## config.mk

```make
export PLATFORM = sky130hd
export DESIGN_NAME = rr_arbiter8
export DESIGN_NICKNAME = d
export VERILOG_FILES = /design/src/rtl/arb_pkg.sv /design/src/rtl/rr_priority_pick.sv /design/src/rtl/rr_arbiter8.sv
export SDC_FILE = /design/constraint.sdc
export NUM_CORES = 1
export LEC_CHECK = 0
export ABC_CLOCK_PERIOD_IN_PS = 11200
export CAP_MARGIN = 20
export CORE_MARGIN = 5
export CORE_UTILIZATION = 40
export CTS_CLUSTER_DIAMETER = 100
export DETAILED_ROUTE_END_ITERATION = 10
export GPL_ROUTABILITY_DRIVEN = 0
export HOLD_SLACK_MARGIN = 0.03
export PLACE_DENSITY_LB_ADDON = 0.15
export SYNTH_ARGS = -nofsm -noshare
export SYNTH_HDL_FRONTEND = slang
export SYNTH_SLANG_ARGS = --single-unit
```

## constraint.sdc

```tcl
create_clock -name clk -period 11.2 [get_ports clk]
set_input_delay 2.24 -clock clk [delete_from_list [all_inputs] [get_ports clk]]
set_output_delay 2.24 -clock clk [all_outputs]
set_load 0.01 [all_outputs]
```

## src/rtl/arb_pkg.sv

```systemverilog
// Shared constants, FSM state type and index helpers for the round-robin arbiter.
package arb_pkg;

  localparam int N_REQ = 8;
  localparam int IDX_W = 3;

  typedef enum logic {
    IDLE  = 1'b0,
    GRANT = 1'b1
  } state_t;

  // Binary requester index to one-hot grant vector.
  function automatic logic [N_REQ-1:0] idx_to_onehot(input logic [IDX_W-1:0] idx);
    logic [N_REQ-1:0] oh;
    oh      = '0;
    oh[idx] = 1'b1;
    return oh;
  endfunction

endpackage

```

## src/rtl/rr_priority_pick.sv

```systemverilog
// Rotating-priority search: first set bit of (req & mask) at or after ptr,
// ascending and wrapping from the top index back to 0.
module rr_priority_pick
  import arb_pkg::*;
(
  input  logic [N_REQ-1:0] req,
  input  logic [IDX_W-1:0] ptr,
  input  logic [N_REQ-1:0] mask,
  output logic             found,
  output logic [IDX_W-1:0] idx
);

  logic [N_REQ-1:0] masked;

  assign masked = req & mask;

  // Walk the eight positions starting at ptr; the earliest hit wins.
  always_comb begin
    logic [IDX_W-1:0] k;
    // NOTE: every output of a combinational block gets a default first, so no
    // path through the logic leaves it unassigned and a latch is never inferred.
    found = 1'b0;
    idx   = '0;
    for (int i = 0; i < N_REQ; i++) begin
      k = ptr + IDX_W'(i);
      if (!found && masked[k]) begin
        found = 1'b1;
        idx   = k;
      end
    end
  end

endmodule

```

## src/rtl/rr_arbiter8.sv

```systemverilog
// Eight-requester round-robin arbiter with grant hold and a hold-time limit.
// The owner keeps the grant until it drops its request; if others are waiting
// it is revoked after MAX_HOLD cycles and timeout pulses for one cycle.
module rr_arbiter8
  import arb_pkg::*;
#(
  parameter int MAX_HOLD = 16
) (
  input  logic             clk,
  input  logic             reset,
  input  logic [N_REQ-1:0] req,
  output logic [N_REQ-1:0] gnt,
  output logic [IDX_W-1:0] gnt_idx,
  output logic             gnt_valid,
  output logic             timeout
);

  localparam logic [7:0] HOLD_LAST = 8'(MAX_HOLD - 1);

  state_t           state_q, state_d;
  logic [IDX_W-1:0] ptr_q, ptr_d;
  logic [7:0]       hold_cnt_q, hold_cnt_d;
  logic [IDX_W-1:0] gnt_idx_d;
  logic             gnt_valid_d;
  logic             timeout_d;

  logic [IDX_W-1:0] pick_ptr;
  logic [N_REQ-1:0] pick_mask;
  logic             pick_found;
  logic [IDX_W-1:0] pick_idx;
  logic [IDX_W-1:0] owner_next;

  // gnt_idx holds the current owner whenever a grant is held.
  assign owner_next = gnt_idx + IDX_W'(1);

  rr_priority_pick u_pick (
    .req   (req),
    .ptr   (pick_ptr),
    .mask  (pick_mask),
    .found (pick_found),
    .idx   (pick_idx)
  );

  // Next-state, pointer, hold counter and next output values.
  always_comb begin
    state_d     = state_q;
    ptr_d       = ptr_q;
    hold_cnt_d  = hold_cnt_q;
    gnt_idx_d   = gnt_idx;
    gnt_valid_d = gnt_valid;
    timeout_d   = 1'b0;
    pick_ptr    = ptr_q;
    pick_mask   = '1;

    unique case (state_q)
      IDLE: begin
        if (pick_found) begin
          state_d     = GRANT;
          gnt_idx_d   = pick_idx;
          gnt_valid_d = 1'b1;
          hold_cnt_d  = '0;
        end else begin
          gnt_idx_d   = '0;
          gnt_valid_d = 1'b0;
        end
      end

      GRANT: begin
        // Both release and revocation search just past the owner, owner excluded.
        pick_ptr  = owner_next;
        pick_mask = ~idx_to_onehot(gnt_idx);
        if (!req[gnt_idx]) begin
          // Release wins over the limit when both happen together.
          ptr_d      = owner_next;
          hold_cnt_d = '0;
          if (pick_found) begin
            gnt_idx_d = pick_idx;
          end else begin
            state_d     = IDLE;
            gnt_idx_d   = '0;
            gnt_valid_d = 1'b0;
          end
        end else if (hold_cnt_q < HOLD_LAST) begin
          hold_cnt_d = hold_cnt_q + 8'd1;
        end else begin
          hold_cnt_d = '0;
          if (pick_found) begin
            ptr_d     = owner_next;
            gnt_idx_d = pick_idx;
            timeout_d = 1'b1;
          end
        end
      end

      default: begin
        state_d     = IDLE;
        gnt_idx_d   = '0;
        gnt_valid_d = 1'b0;
      end
    endcase
  end

  // State and output registers with synchronous reset.
  always_ff @(posedge clk) begin
    // NOTE: sequential state uses non-blocking assignments so every register
    // samples the pre-edge values, independent of statement order.
    if (reset) begin
      state_q    <= IDLE;
      ptr_q      <= '0;
      hold_cnt_q <= '0;
      gnt        <= '0;
      gnt_idx    <= '0;
      gnt_valid  <= 1'b0;
      timeout    <= 1'b0;
    end else begin
      state_q    <= state_d;
      ptr_q      <= ptr_d;
      hold_cnt_q <= hold_cnt_d;
      gnt        <= gnt_valid_d ? idx_to_onehot(gnt_idx_d) : '0;
      gnt_idx    <= gnt_idx_d;
      gnt_valid  <= gnt_valid_d;
      timeout    <= timeout_d;
    end
  end

endmodule

```

Word-level counts from Yosys, hierarchy flattened
Index checks and enable logic that the tools add are counted.

Memory bits (writable): 0. Flip-flop bits (word level): 25. Memories: 0. Bits in latches: 0. Output and inout port bits: 13. ROM bits: 0. Logic and storage cells: 114.

Bitwise logic cells: 5. Add/sub/neg operators: 9. Order comparisons: 13. Shift-type cells: 0. Equal/unequal tests: 3. Divide/modulo/power cells: 0. Muxes and demuxes: 58. Multipliers: 0. Reductions and logical operators: 19.

Operators with widths (count): 2-to-1 mux 3 bit (16); < comparator 3 x 4 -> 1 bit (second input constant) (10); 2-to-1 mux 8 bit (4); binary-select mux 1 bit (select 3 bit) (9); 2-to-1 mux 1 bit (23); one-hot mux 8 bit (2 select lines) (1); adder 3 bit (second input constant) (4); logical AND 1 bit (9); adder 8 x 1 -> 8 bit (second input constant) (1); bitwise AND 8 bit (1); < comparator 8 x 4 -> 1 bit (second input constant) (1); inverter 8 bit (1); logical NOT 1 bit (7); adder 3 x 1 -> 3 bit (second input constant) (2); adder 3 x 2 -> 3 bit (second input constant) (2); demux 1 bit (select 3 bit) (2); greater-or-equal comparator 3 x 1 -> 1 bit (second input constant) (2); != test 2 bit (second input constant) (3); one-hot mux 3 bit (2 select lines) (1); one-hot mux 1 bit (2 select lines) (2); OR reduction 4 bit (1); inverter 1 bit (3); AND reduction 3 bit (1); OR reduction 2 bit (1).

Longest topological paths before layout
Gate-level depths: netlist of run 1.

Depth in word-level cells: 39. Gate-level depth with buffers: 17. Depth with buffers taken out: 14.

Hierarchy
A second synthesis of run 1 with hierarchy kept.

Cell total of the unflattened synthesis: 259. Area, all modules: 2135.8 sq um.

Modules (own cells, without submodules): rr_arbiter8 (times used 1, area an instance 1122.3 sq um, cells an instance 121, sequential area each 500.5 sq um); rr_priority_pick (times used 1, area an instance 1013.5 sq um, cells an instance 138, sequential area each 0.0 sq um).

Least setup slack after synthesis of run 1
Ideal clock, no wire load.

Path type: input -> register. Start point: input req[6]. End point: register gnt[6]. Buffers on the path: 0. Library setup time: 0.073 ns. Cell stages on the path: 9. Setup slack: 6.547 ns. Data arrival time: 4.580 ns. Cell sequence: mux4_2 > nor2_1 > a21oi_1 > o311a_4 > nor3b_4 > a21oi_2 > nor2_1 > mux2i_1 > nor3b_2.

Cells in the longest elaborated chain, start to end: 33. Elaborated cells between the ends (all ways): 65. Classes of those cells: 2 x order compare; 45 x mux; 2 x bitwise; 16 x reduce/logical.

Ends and longest elaborated chain: start: declaration (line rr_arbiter8.sv:11) `input logic [N_REQ-1:0] req,`; bitwise AND 8 bit (line rr_priority_pick.sv:15) `assign masked = req & mask;`; binary-select mux 1 bit (select 3 bit) (line rr_priority_pick.sv:26) `if (!found && masked[k]) begin`; 2-to-1 mux 1 bit (implied by the code) (line rr_priority_pick.sv:26); 2-to-1 mux 1 bit (line rr_priority_pick.sv:26); logical NOT 1 bit (line rr_priority_pick.sv:26); logical AND 1 bit (line rr_priority_pick.sv:26); 2-to-1 mux 1 bit (line rr_priority_pick.sv:26); logical NOT 1 bit (line rr_priority_pick.sv:26); (+17 left out); 2-to-1 mux 3 bit (line rr_arbiter8.sv:87) `if (pick_found) begin`; 2-to-1 mux 3 bit (line rr_arbiter8.sv:83) `end else if (hold_cnt_q < HOLD_LAST) begin`; 2-to-1 mux 3 bit (line rr_arbiter8.sv:72) `if (!req[gnt_idx]) begin`; one-hot mux 3 bit (2 select lines) (line rr_arbiter8.sv:55) `unique case (state_q)`; < comparator 3 x 4 -> 1 bit (implied by the code) or greater-or-equal comparator 3 x 1 -> 1 bit (tied branches) (line arb_pkg.sv:16) `oh[idx] = 1'b1;`; logical AND 1 bit (implied by the code) (line arb_pkg.sv:16); 2-to-1 mux 1 bit (implied by the code) (line arb_pkg.sv:16); demux 1 bit (select 3 bit) (line arb_pkg.sv:16); end signal: assignment (line rr_arbiter8.sv:119) `gnt <= gnt_valid_d ? idx_to_onehot(gnt_idx_d) : '0;`; end: declaration (line rr_arbiter8.sv:12) `output logic [N_REQ-1:0] gnt,`.

Several ways; a longest one is shown, not always the timed one. The select of a mux whose other input is x is not followed. A chain may end at the register's enable or synchronous reset.

Worst setup path in the final report of run 1
Start point: input req[5]. End point: register gnt[6].

Same word-level chain as after synthesis.

==> results.txt, run 1 <==
- The tool flagged a number of max-cap violations equal to 0.
* Area occupied by multi-input gates: 1590 µm²
* Worst vdd rail ir drop: 0.168 mV
- Area growth, synth to finish: 12.4%
- Synth top area share: 0.227
- Critical path's largest stage delay: 0.56 ns
- Hold repair after CTS inserted 0 buffers.
- Measured along the y axis, the die boundary spans 84.2 µm.
* First-iteration detailed-routing DRC count: 189
- Clk root buf: sky130_fd_sc_hd__clkbuf_8
- In the final routed layout, each cell accounts on average for 16.9 µm.
- For the final database, setup skew stands at 0.00443 ns.
* Kind of launch point of the worst setup path: input port
- Number of buffers added by the clock tree synthesis step: 3
- In this run the worst hold path is classified as register to register.
- Cell-by-cell trace of the critical path: clkdlybuf4s50_1 > mux2_2 > a32oi_1 > o211ai_1 > a211oi_1 > nor3_1 > nor3_1 > a21oi_2 > nor2_1 > mux2i_1 > nor3b_2
* Input/output buffers: 22
- In this run, post-CTS repair resized a total of 0 instances.
* Final Cycle Share: 0.484
* Aggregate routed wire length: 5.76 mm
* Crit path time final: 5.42 ns
- Yosys reg bits: 25
* Main area contributors after synthesis: sky130_fd_sc_hd__dfxtp_1 23%, sky130_fd_sc_hd__mux4_2 6.1%, sky130_fd_sc_hd__mux2i_1 5.0%, sky130_fd_sc_hd__nor2_1 3.9%, sky130_fd_sc_hd__a21oi_1 3.9%
* Top Ports: 23
- Share of final-layout standard cells stronger than drive strength 1: 0.130
- Register clock-pin slew on the reported worst setup and hold paths: 0.09 ns
- Routed via count: 2098
- After legalization and detailed placement, the total HPWL measured 4.35 mm.
- Across every metal layer, demand over resource in global routing totals 0.163.
* Total standard cell area after synthesis: 2200 µm²
* Core box area: 5440 µm²
- No sink is reached through more buffers than the 2 on the longest clock path.
- For this design the ratio of total power to cell area is 274 nW/µm².
* Filler Cell Count: 529
- Counting flops with an async set or reset pin after synthesis yields a share of 0.
- The final number of hold-violating endpoints is 0.
- Storage element area: 500 µm²
- First-pass detailed-route iteration total: 5
- Most frequent cell on the critical path: sky130_fd_sc_hd__nor3_1
- Worst hold slack: 0.470 ns
- Sequential fraction of the synthesis area: 0.227
- Startpoint-to-endpoint class of the critical path: input port to register
* Clock tree from TritonCTS: yes
- Measured slew at the worst slew-check pin: 0.835 ns
- Measured along the x axis, the die boundary spans 84.2 µm.
* Die Footprint: 7090 µm²
- Antenna cells: 0
* GR met2 Demand/Resource: 0.265
- Clock network latency to the later pin of the worst-skew pair: 0.26 ns
* GR met3 Demand/Resource: 0.0147
- H-Tree Depth: 1
- sky130_fd_sc_hd__dfxtp_1 takes more of the synthesized area than any other cell.
* Global-route congestion overflow total: 0
- Max Fclk: 0.185 GHz
- The final layout contains 284 nets.
* Count of pins over their slew limit: 0
- The slowest stage of the critical path belongs to the cell sky130_fd_sc_hd__mux2i_1.
- Once detail routing completed, the nets flagged for antenna violations numbered 0.
- In this run the worst path has a maximum fanout of 9.
* GRT Max-Usage Layer: met2
- For this run, design rule violations remaining after detail routing come to 0.
- Run status: finished clean
- Synthesis warning total: 0
- For this configuration, the core starts out at a cell density of 0.405.
- Max-slew headroom at the worst pin: 0.441
- Synth cell count leaders: 25 x sky130_fd_sc_hd__dfxtp_1, 23 x sky130_fd_sc_hd__nor2_1, 18 x sky130_fd_sc_hd__nand2_1, 17 x sky130_fd_sc_hd__a21oi_1, 11 x sky130_fd_sc_hd__mux2i_1
* Via count of the first global-routing pass: 1904
* Post-synth net total: 271
- Post-synth EDFFs: 0
- For this run, the leading register cell type out of synthesis is sky130_fd_sc_hd__dfxtp_1.
* Maximum number of pins on one net before global-route repair: 20
* Post-detailed-route via-to-cell ratio: 6.15
* Data arrival time of the critical path: 5.61 ns
- Setup repair after global routing left no endpoint under its margin.
* Count leader, synth: sky130_fd_sc_hd__dfxtp_1
* Buffer count from post-CTS setup fixing: 0
* WP data required: 11.40 ns
* Post-synthesis cell type count: 64
- Total negative slack for setup checks: 0 ns
- The first global-routing pass estimated 9.67 mm of wire.
* Met1 capacity usage during global routing: 0.235
- Crit path capture type: register
- The tree built by TritonCTS fans out to 25 sinks.
- The floorplan has 27 rows.
- Setup violations remaining at the end of the flow were counted as 0.
- The initial antenna violation count was 0.
* Count of mapped cells out of synthesis: 257
- Average footprint of a synthesized cell: 8.57 µm²
* Leakage: 0.880 nW
[cell families (layout without fill, tap and decap cells)]
kind of cell    after synthesis  after routing  share of synthesized area
fa+ha+maj                     4              4                     0.0227
xor+xnor                      5              5                     0.0199
buf+inv                      21             33                     0.0517
compound gates               84             84                      0.286
simple gates                 93             93                      0.232
mux                          25             25                      0.161
flops                        25             25                      0.227
[state kept, by name (all words and copies together) (netlist names)]
signal,cells
timeout,1
gnt_idx,3
hold_cnt_q,8
ptr_q,3
state_q,1
gnt_valid,1
gnt,8
[critical path, delay by kind of cell]
family          cells  cell delay [ns]
buf+inv             1             0.51
compound gates      4             0.86
simple gates        4             1.11
mux                 2             0.88
[cells in the final DEF (no fill, tap or decap), drive strengths merged, types with 8 or more instances in the layout]
cell           instances
a21oi                 18
clkdlybuf4s50         22
nor3                   8
nor3b                 11
dfxtp                 25
nor2                  23
nand2                 18
o211ai                 9
mux2i                 11
o21ai                 10
nand2b                 8
[final timing paths]
path | slack [ns] | to | cells past startpoint | start
max reg2reg | 6.12 | gnt[6] | 12 | state_q
min reg2reg | 0.47 | hold_cnt_q[6] | 1 | hold_cnt_q[6]
max | 5.78 | gnt[6] | 11 | req[5]
min | 0.47 | hold_cnt_q[6] | 1 | hold_cnt_q[6]
[report_power, final]
| group | total [mW] | internal [mW] | switching (mW) |
|---|---|---|---|
| logic | 0.496 | 0.220 | 0.277 |
| registers | 0.131 | 0.106 | 0.0251 |
| clock network | 0.0526 | 0.0251 | 0.0274 |
[layer usage]
metal,vias up,part of all wire
li1,1011,-
met1,998,0.45
met4,0,0.0089
met5,-,0
met3,8,0.053
met2,81,0.49
[through the flow]
stage / area, µm² / instances / total power [mW] / utilization / setup slack [ns]
finish: 2480 / 341 / 0.680 / 0.455 / 5.78
global route: 2480 / 341 / 0.736 / 0.455 / 5.45
CTS: 2480 / 341 / 0.678 / 0.455 / 5.82
detailed placement: 2430 / 337 / 0.621 / 0.447 / 5.59
global placement: 2430 / 337 / 0.623 / 0.447 / 5.66
floorplan: 2200 / 257 / 0.513 / - / 6.55
[cell type report]
cell class / instances / area share
multi-input cells: 211 / 0.641
flip-flops and latches: 25 / 0.202
repair buffers: 22 / 0.0889
well taps: 72 / 0.0364
clock buffers: 3 / 0.0167
inverters: 7 / 0.0116
clock inverters: 1 / 0.00303
Note: power is estimated with default switching activity, not from simulation.
==> inputs of run 2 (changes only) <==
ABC_CLOCK_PERIOD_IN_PS = 5700   (was 11200)
clock period = 5.7 ns   (was 11.2 ns; I/O delays follow)
==> results.txt, run 2 (synthesis results as in run 1) <==
- Run status: finished clean
* GR Util All Layers: 0.164
- After detailed routing, the number of remaining DRC violations is 0.
* Startpoint-to-endpoint class of the critical path: register to register
* Register clock-pin slew on the reported worst setup and hold paths: 0.09 ns
- In the final routed layout, each cell accounts on average for 16.7 µm.
* Critical path's largest stage delay: 0.69 ns
- The worst path in the final design needs a cycle of 4.84 ns, including I/O delays and setup.
* Worst hold path class: register to register
* Area occupied by multi-input gates: 1590 µm²
- In this run the deepest clock path goes through 2 buffers.
- The worst setup path is captured at a register.
- Leakage: 0.880 nW
- Across the VDD grid, the largest voltage drop is 0.244 mV.
- Total length of routed met3 wires: 353 µm
- Max Fclk: 0.207 GHz
- The first global-routing pass estimated 9.69 mm of wire.
- Power density cells: 536 nW/µm²
- Detailed routing placed a total of 2.70 mm of wire on met2.
* Num Clock Sinks: 25
- Max-slew headroom at the worst pin: 0.443
- H-Tree Depth: 1
- Crit-path max FO: 15
* Die Footprint: 7090 µm²
- After global routing the overflow that remains totals 0.
- Regs by FF count: gnt: 8 flops, hold_cnt_q: 8 flops
* Routed via count: 2075
- Via count of the first global-routing pass: 1965
- Chip Height: 84.2 µm
- At the end of the flow the core is filled with cells to 0.455.
- First-iteration detailed-routing DRC count: 143
- Clock tree from TritonCTS: yes
* Worst hold slack: 0.469 ns
- Cell-by-cell trace of the critical path: ha_1 > mux2_4 > inv_4 > ha_1 > mux4_2 > nor2_1 > a21oi_1 > o311a_4 > nor3b_4 > a21oi_2 > nor2_1 > mux2i_1 > nor3b_1
- Antenna violations before repair: 0
* Number of routed nets with antenna violations: 0
- Storage element area: 500 µm²
* Slowest cell on the critical path: sky130_fd_sc_hd__dfxtp_1
* Count of hold buffers inserted by post-cts repair: 0
- Setup repair after global routing left no endpoint under its margin.
- Buffer count from post-CTS setup fixing: 0
- Clk root buf: sky130_fd_sc_hd__clkbuf_8
* Share of final-layout standard cells stronger than drive strength 1: 0.130
- Starting density of the core: 0.405
* Die width: 84.2 µm
- The completed layout was analyzed and its total power is 1.33 mW.
- In this run the standard cell core region covers 5440 µm².
* Commonest cells after routing, fill and taps aside: 25 x sky130_fd_sc_hd__dfxtp_1, 23 x sky130_fd_sc_hd__nor2_1, 22 x sky130_fd_sc_hd__clkdlybuf4s50_1
* Total negative slack for setup checks: 0 ns
- Final Hold Vio Count: 0
- Clock skew on the completed layout was measured at 0.00656 ns.
- Dividing the final minimum period by the clock period gives 0.849.
- The number of antenna diodes in the final layout is 0.
* Top Ports: 23
- WP data required: 5.88 ns
* Kind of launch point of the worst setup path: register
- Commonest non-fill, non-tap cell in the layout: sky130_fd_sc_hd__dfxtp_1
- Net count, final: 284
- Entering global routing, the biggest net connects 20 pins.
- For the worst setup path, the data arrival time is 5.03 ns.
- In this run, post-CTS repair resized a total of 0 instances.
- Setup violations remaining at the end of the flow were counted as 0.
- Filler Cell Count: 545
* Detailed Place HPWL: 4.46 mm
* Highest metal layer with signal wires: met4
- Count of pins over their slew limit: 0
* Wire length on met1: 2.53 mm
- Measured slew at the worst slew-check pin: 0.832 ns
* Post-detailed-route via-to-cell ratio: 6.09
- Relative to the synthesized area, the layout overhead comes to 12.4%.
- Input/output buffers: 22
- Max-cap violations in this run came to 0.
- The floorplan has 27 rows.
- Aggregate routed wire length: 5.69 mm
- In this run, CTS created clock tree buffers numbering 3.
- First-pass detailed-route iteration total: 4
- For the worst-skew pair, the clock arrives at the later sink with an insertion delay of 0.26 ns.
## run 2: cell type report
class / count / share of cell area
inverter: 7 / 0.0116
sequential: 25 / 0.202
clock inverter: 1 / 0.00303
multi-input combinational: 211 / 0.641
clock buffer: 3 / 0.0167
tap: 72 / 0.0364
timing repair buffer: 22 / 0.0889
## run 2: metrics by stage
stage / area [µm²] / setup slack, ns / instances
6_report: 2480 / 0.859 / 341
3_5_place_dp: 2430 / 0.853 / 337
3_3_place_gp: 2430 / 0.931 / 337
2_1_floorplan: 2200 / 1.73 / 257
5_1_grt: 2480 / 0.456 / 341
4_1_cts: 2480 / 0.827 / 341
## run 2: final timing paths
kind	cells past startpoint	endpoint	start	slack (ns)
setup / recovery	13	gnt[0]	gnt_idx[1]	0.86
hold / removal	1	hold_cnt_q[5]	hold_cnt_q[5]	0.47
setup reg to reg	13	gnt[0]	gnt_idx[1]	0.86
hold reg to reg	1	hold_cnt_q[5]	hold_cnt_q[5]	0.47
## run 2: report_power, final
part	switching [mW]	leakage, nW	internal [mW]	total [mW]
Sequential	0.0463	0.204	0.208	0.254
Clock	0.0523	0.0217	0.0493	0.102
Combinational	0.541	0.655	0.432	0.973
## run 2: metal layers
metal | track usage | vias to the layer above
met1 | 0.227 | 978
met3 | 0.0216 | 8
met5 | 0 | -
li1 | - | 1012
met2 | 0.266 | 77
met4 | 0.0497 | 0
## run 2: critical path: cells and delay by family (launching register included)
family                     cells  cell delay [ns]
muxes                          3             1.45
adders and majority gates      2             0.78
buffers and inverters          1             0.13
and+or+nand+nor                4             1.00
AOI/OAI and AO/OA              3             0.68
DFF                            1             0.69
==> inputs of run 3 (changes only) <==
ABC_CLOCK_PERIOD_IN_PS = 4200   (was 5700)
clock period = 4.2 ns   (was 5.7 ns; I/O delays follow)
==> results.txt, run 3 (synthesis results as in run 1) <==
* Worst vdd rail ir drop: 0.374 mV
- Power density cells: 745 nW/µm²
- Clock network latency to the later pin of the worst-skew pair: 0.26 ns
- Number of buffers added by the clock tree synthesis step: 3
- Post-layout total power: 1.94 mW
- Core box area: 5440 µm²
- Maximum buffer depth of the clock tree: 2
- From synthesis to final layout, the design area changed by 18.1%.
- In this run, the number of DRC markers left after iteration 0 of detailed routing was 251.
- Walking the worst path, the cells encountered are ha_1 > mux2_4 > inv_4 > ha_1 > mux4_2 > nor2_1 > a21oi_1 > o311a_4 > nor3b_4 > buf_4 > o221ai_2 > o22a_1 > a32oi_2 > nor3_1.
- Final Cycle Share: 0.940
- Clock tree from TritonCTS: yes
* Global-route congestion overflow total: 0
* Starting density of the core: 0.405
- The library cell used most frequently in the layout, excluding fill and tap cells, is sky130_fd_sc_hd__dfxtp_1.
- Leakage: 0.958 nW
- Crit-path max FO: 8
* Data arrival time of the critical path: 4.09 ns
- Filler Cell Count: 537
- In this run the remaining antenna-violating nets after routing total 0.
- The first global-routing pass estimated 10.1 mm of wire.
* Net count, final: 298
* Kind of launch point of the worst setup path: register
- Timing would allow up to 0.253 GHz.
* Detailed Place HPWL: 4.67 mm
- H-Tree Depth: 1
- The floorplan step defined a die boundary enclosing 7090 µm².
- Worst hold path class: register to register
- The worst setup path is captured at a register.
* Most frequent cell on the critical path: sky130_fd_sc_hd__ha_1
* Commonest cells after routing, fill and taps aside: 25 x sky130_fd_sc_hd__dfxtp_1, 22 x sky130_fd_sc_hd__nor2_1, 22 x sky130_fd_sc_hd__clkdlybuf4s50_1
- Measured along the y axis, the die boundary spans 84.2 µm.
- For this design the top-level I/O count stands at 23.
* Via count of the first global-routing pass: 2049
- Critical path's largest stage delay: 0.54 ns
* Crit path time final: 3.95 ns
- At the pin with the least slew margin, the transition time is 0.659 ns.
- Worst Clk Skew: 0.00819 ns
- GR Util All Layers: 0.172
* Buffer count from post-CTS setup fixing: 0
- Setup violations remaining at the end of the flow were counted as 0.
- Wire length per cell after detailed routing: 17.0 µm
* WP data required: 4.34 ns
- The final number of hold-violating endpoints is 0.
* First-pass detailed-route iteration total: 4
* MaxCap Viol Count: 0
- Count of pins over their slew limit: 0
* Input/output buffers: 22
- After clock tree synthesis, the clock-pin slew on the worst setup and hold paths is 0.09 ns.
- Maximum number of pins on one net before global-route repair: 16
- In the routed design, unresolved DRC markers number 0.
- The flow ran to the end, and the final reports show no timing, DRC or antenna violations.
* Antenna cells: 0
- Die width: 84.2 µm
- After floorplanning, the core was divided into 27 placement rows.
* Startpoint-to-endpoint class of the critical path: register to register
- Clk root buf: sky130_fd_sc_hd__clkbuf_8
* Aggregate routed wire length: 6.02 mm
- Share of final-layout standard cells stronger than drive strength 1: 0.184
* Post-detailed-route via-to-cell ratio: 6.05
- Regs by FF count: gnt: 8 flops, hold_cnt_q: 8 flops
- Headroom to the max-slew limit came out at 0.556.
* Total negative slack for setup checks: 0 ns
- For this design, the sink count on the clock tree is 25.
* Setup repair after global routing missed its margin: no
* Slowest cell on the critical path: sky130_fd_sc_hd__mux4_2
* Antenna violations before repair: 0
- After clock tree synthesis, the flow added hold-fix buffers numbering 0.
* Routed via count: 2149
## run 3: cell count changes in the layout (fill, tap and decap cells not counted)
cell	change
sky130_fd_sc_hd__o311ai_1	+1
sky130_fd_sc_hd__mux2i_4	+1
sky130_fd_sc_hd__mux2i_1	-1
sky130_fd_sc_hd__nor2_1	-1
sky130_fd_sc_hd__clkinvlp_4	-1
sky130_fd_sc_hd__buf_4	+14
sky130_fd_sc_hd__clkinv_2	+1
sky130_fd_sc_hd__a32oi_1	-1
sky130_fd_sc_hd__o311ai_0	-1
sky130_fd_sc_hd__a32oi_2	+1
sky130_fd_sc_hd__nor2_2	+1
## run 3: critical path: cells and delay by family (launching register included)
| kind | cells | cell delay (ns) |
|---|---|---|
| muxes | 2 | 0.83 |
| adders and majority gates | 2 | 0.58 |
| DFF | 1 | 0.33 |
| and+or+nand+nor | 3 | 0.54 |
| buffers and inverters | 2 | 0.32 |
| AOI/OAI and AO/OA | 5 | 1.24 |
## run 3: metrics by stage
step	area, µm²	hold WS (ns)	worst slack (ns)	cells	util
floorplan	2200	0.449	0.226	257	-
global placement	2530	0.457	0.0542	351	0.466
detailed placement	2530	0.464	0.0580	351	0.466
CTS	2580	0.475	0.0967	355	0.474
global route	2600	0.492	0.00289	355	0.478
finish	2600	0.471	0.250	355	0.478
## run 3: power breakdown
part           leakage (nW)  switching [mW]  total, mW  internal [mW]
combinational         0.729           0.813       1.49          0.676
sequential            0.204          0.0313      0.314          0.283
clock                0.0255          0.0703      0.136         0.0661
## run 3: final cells by class
cell class	count	area (µm²)	area share
Clock inverter	1	5.00	0.00192
Tap cell	72	90.1	0.0346
Sequential cell	25	500	0.192
Timing Repair Buffer	36	325	0.125
Inverter	7	28.8	0.0111
Clock buffer	3	41.3	0.0159
Multi-Input combinational cell	211	1610	0.619
## run 3: per-layer routing
layer / track usage / wire length [µm] / up-vias
met3: 0.0157 / 339 / 4
met5: 0 / 0 / -
li1: - / - / 1035
met1: 0.235 / 2640 / 1025
met2: 0.291 / 2980 / 85
met4: 0.0424 / 51 / 0
## run 3: timing repair
action,4_1_cts,5_1_grt
gates resized for setup,0,5
endpoints found under the setup margin,0,10
endpoints found under the hold margin,0,0
## run 3: path summary, 6_finish.rpt
path | from | endpoint | slack, ns | cells after the start
worst max-delay path | gnt_idx[0] | gnt[7] | 0.25 | 14
worst min-delay path | hold_cnt_q[5] | hold_cnt_q[5] | 0.47 | 1
worst max register to register | gnt_idx[0] | gnt[7] | 0.25 | 14
worst min register to register | hold_cnt_q[5] | hold_cnt_q[5] | 0.47 | 1
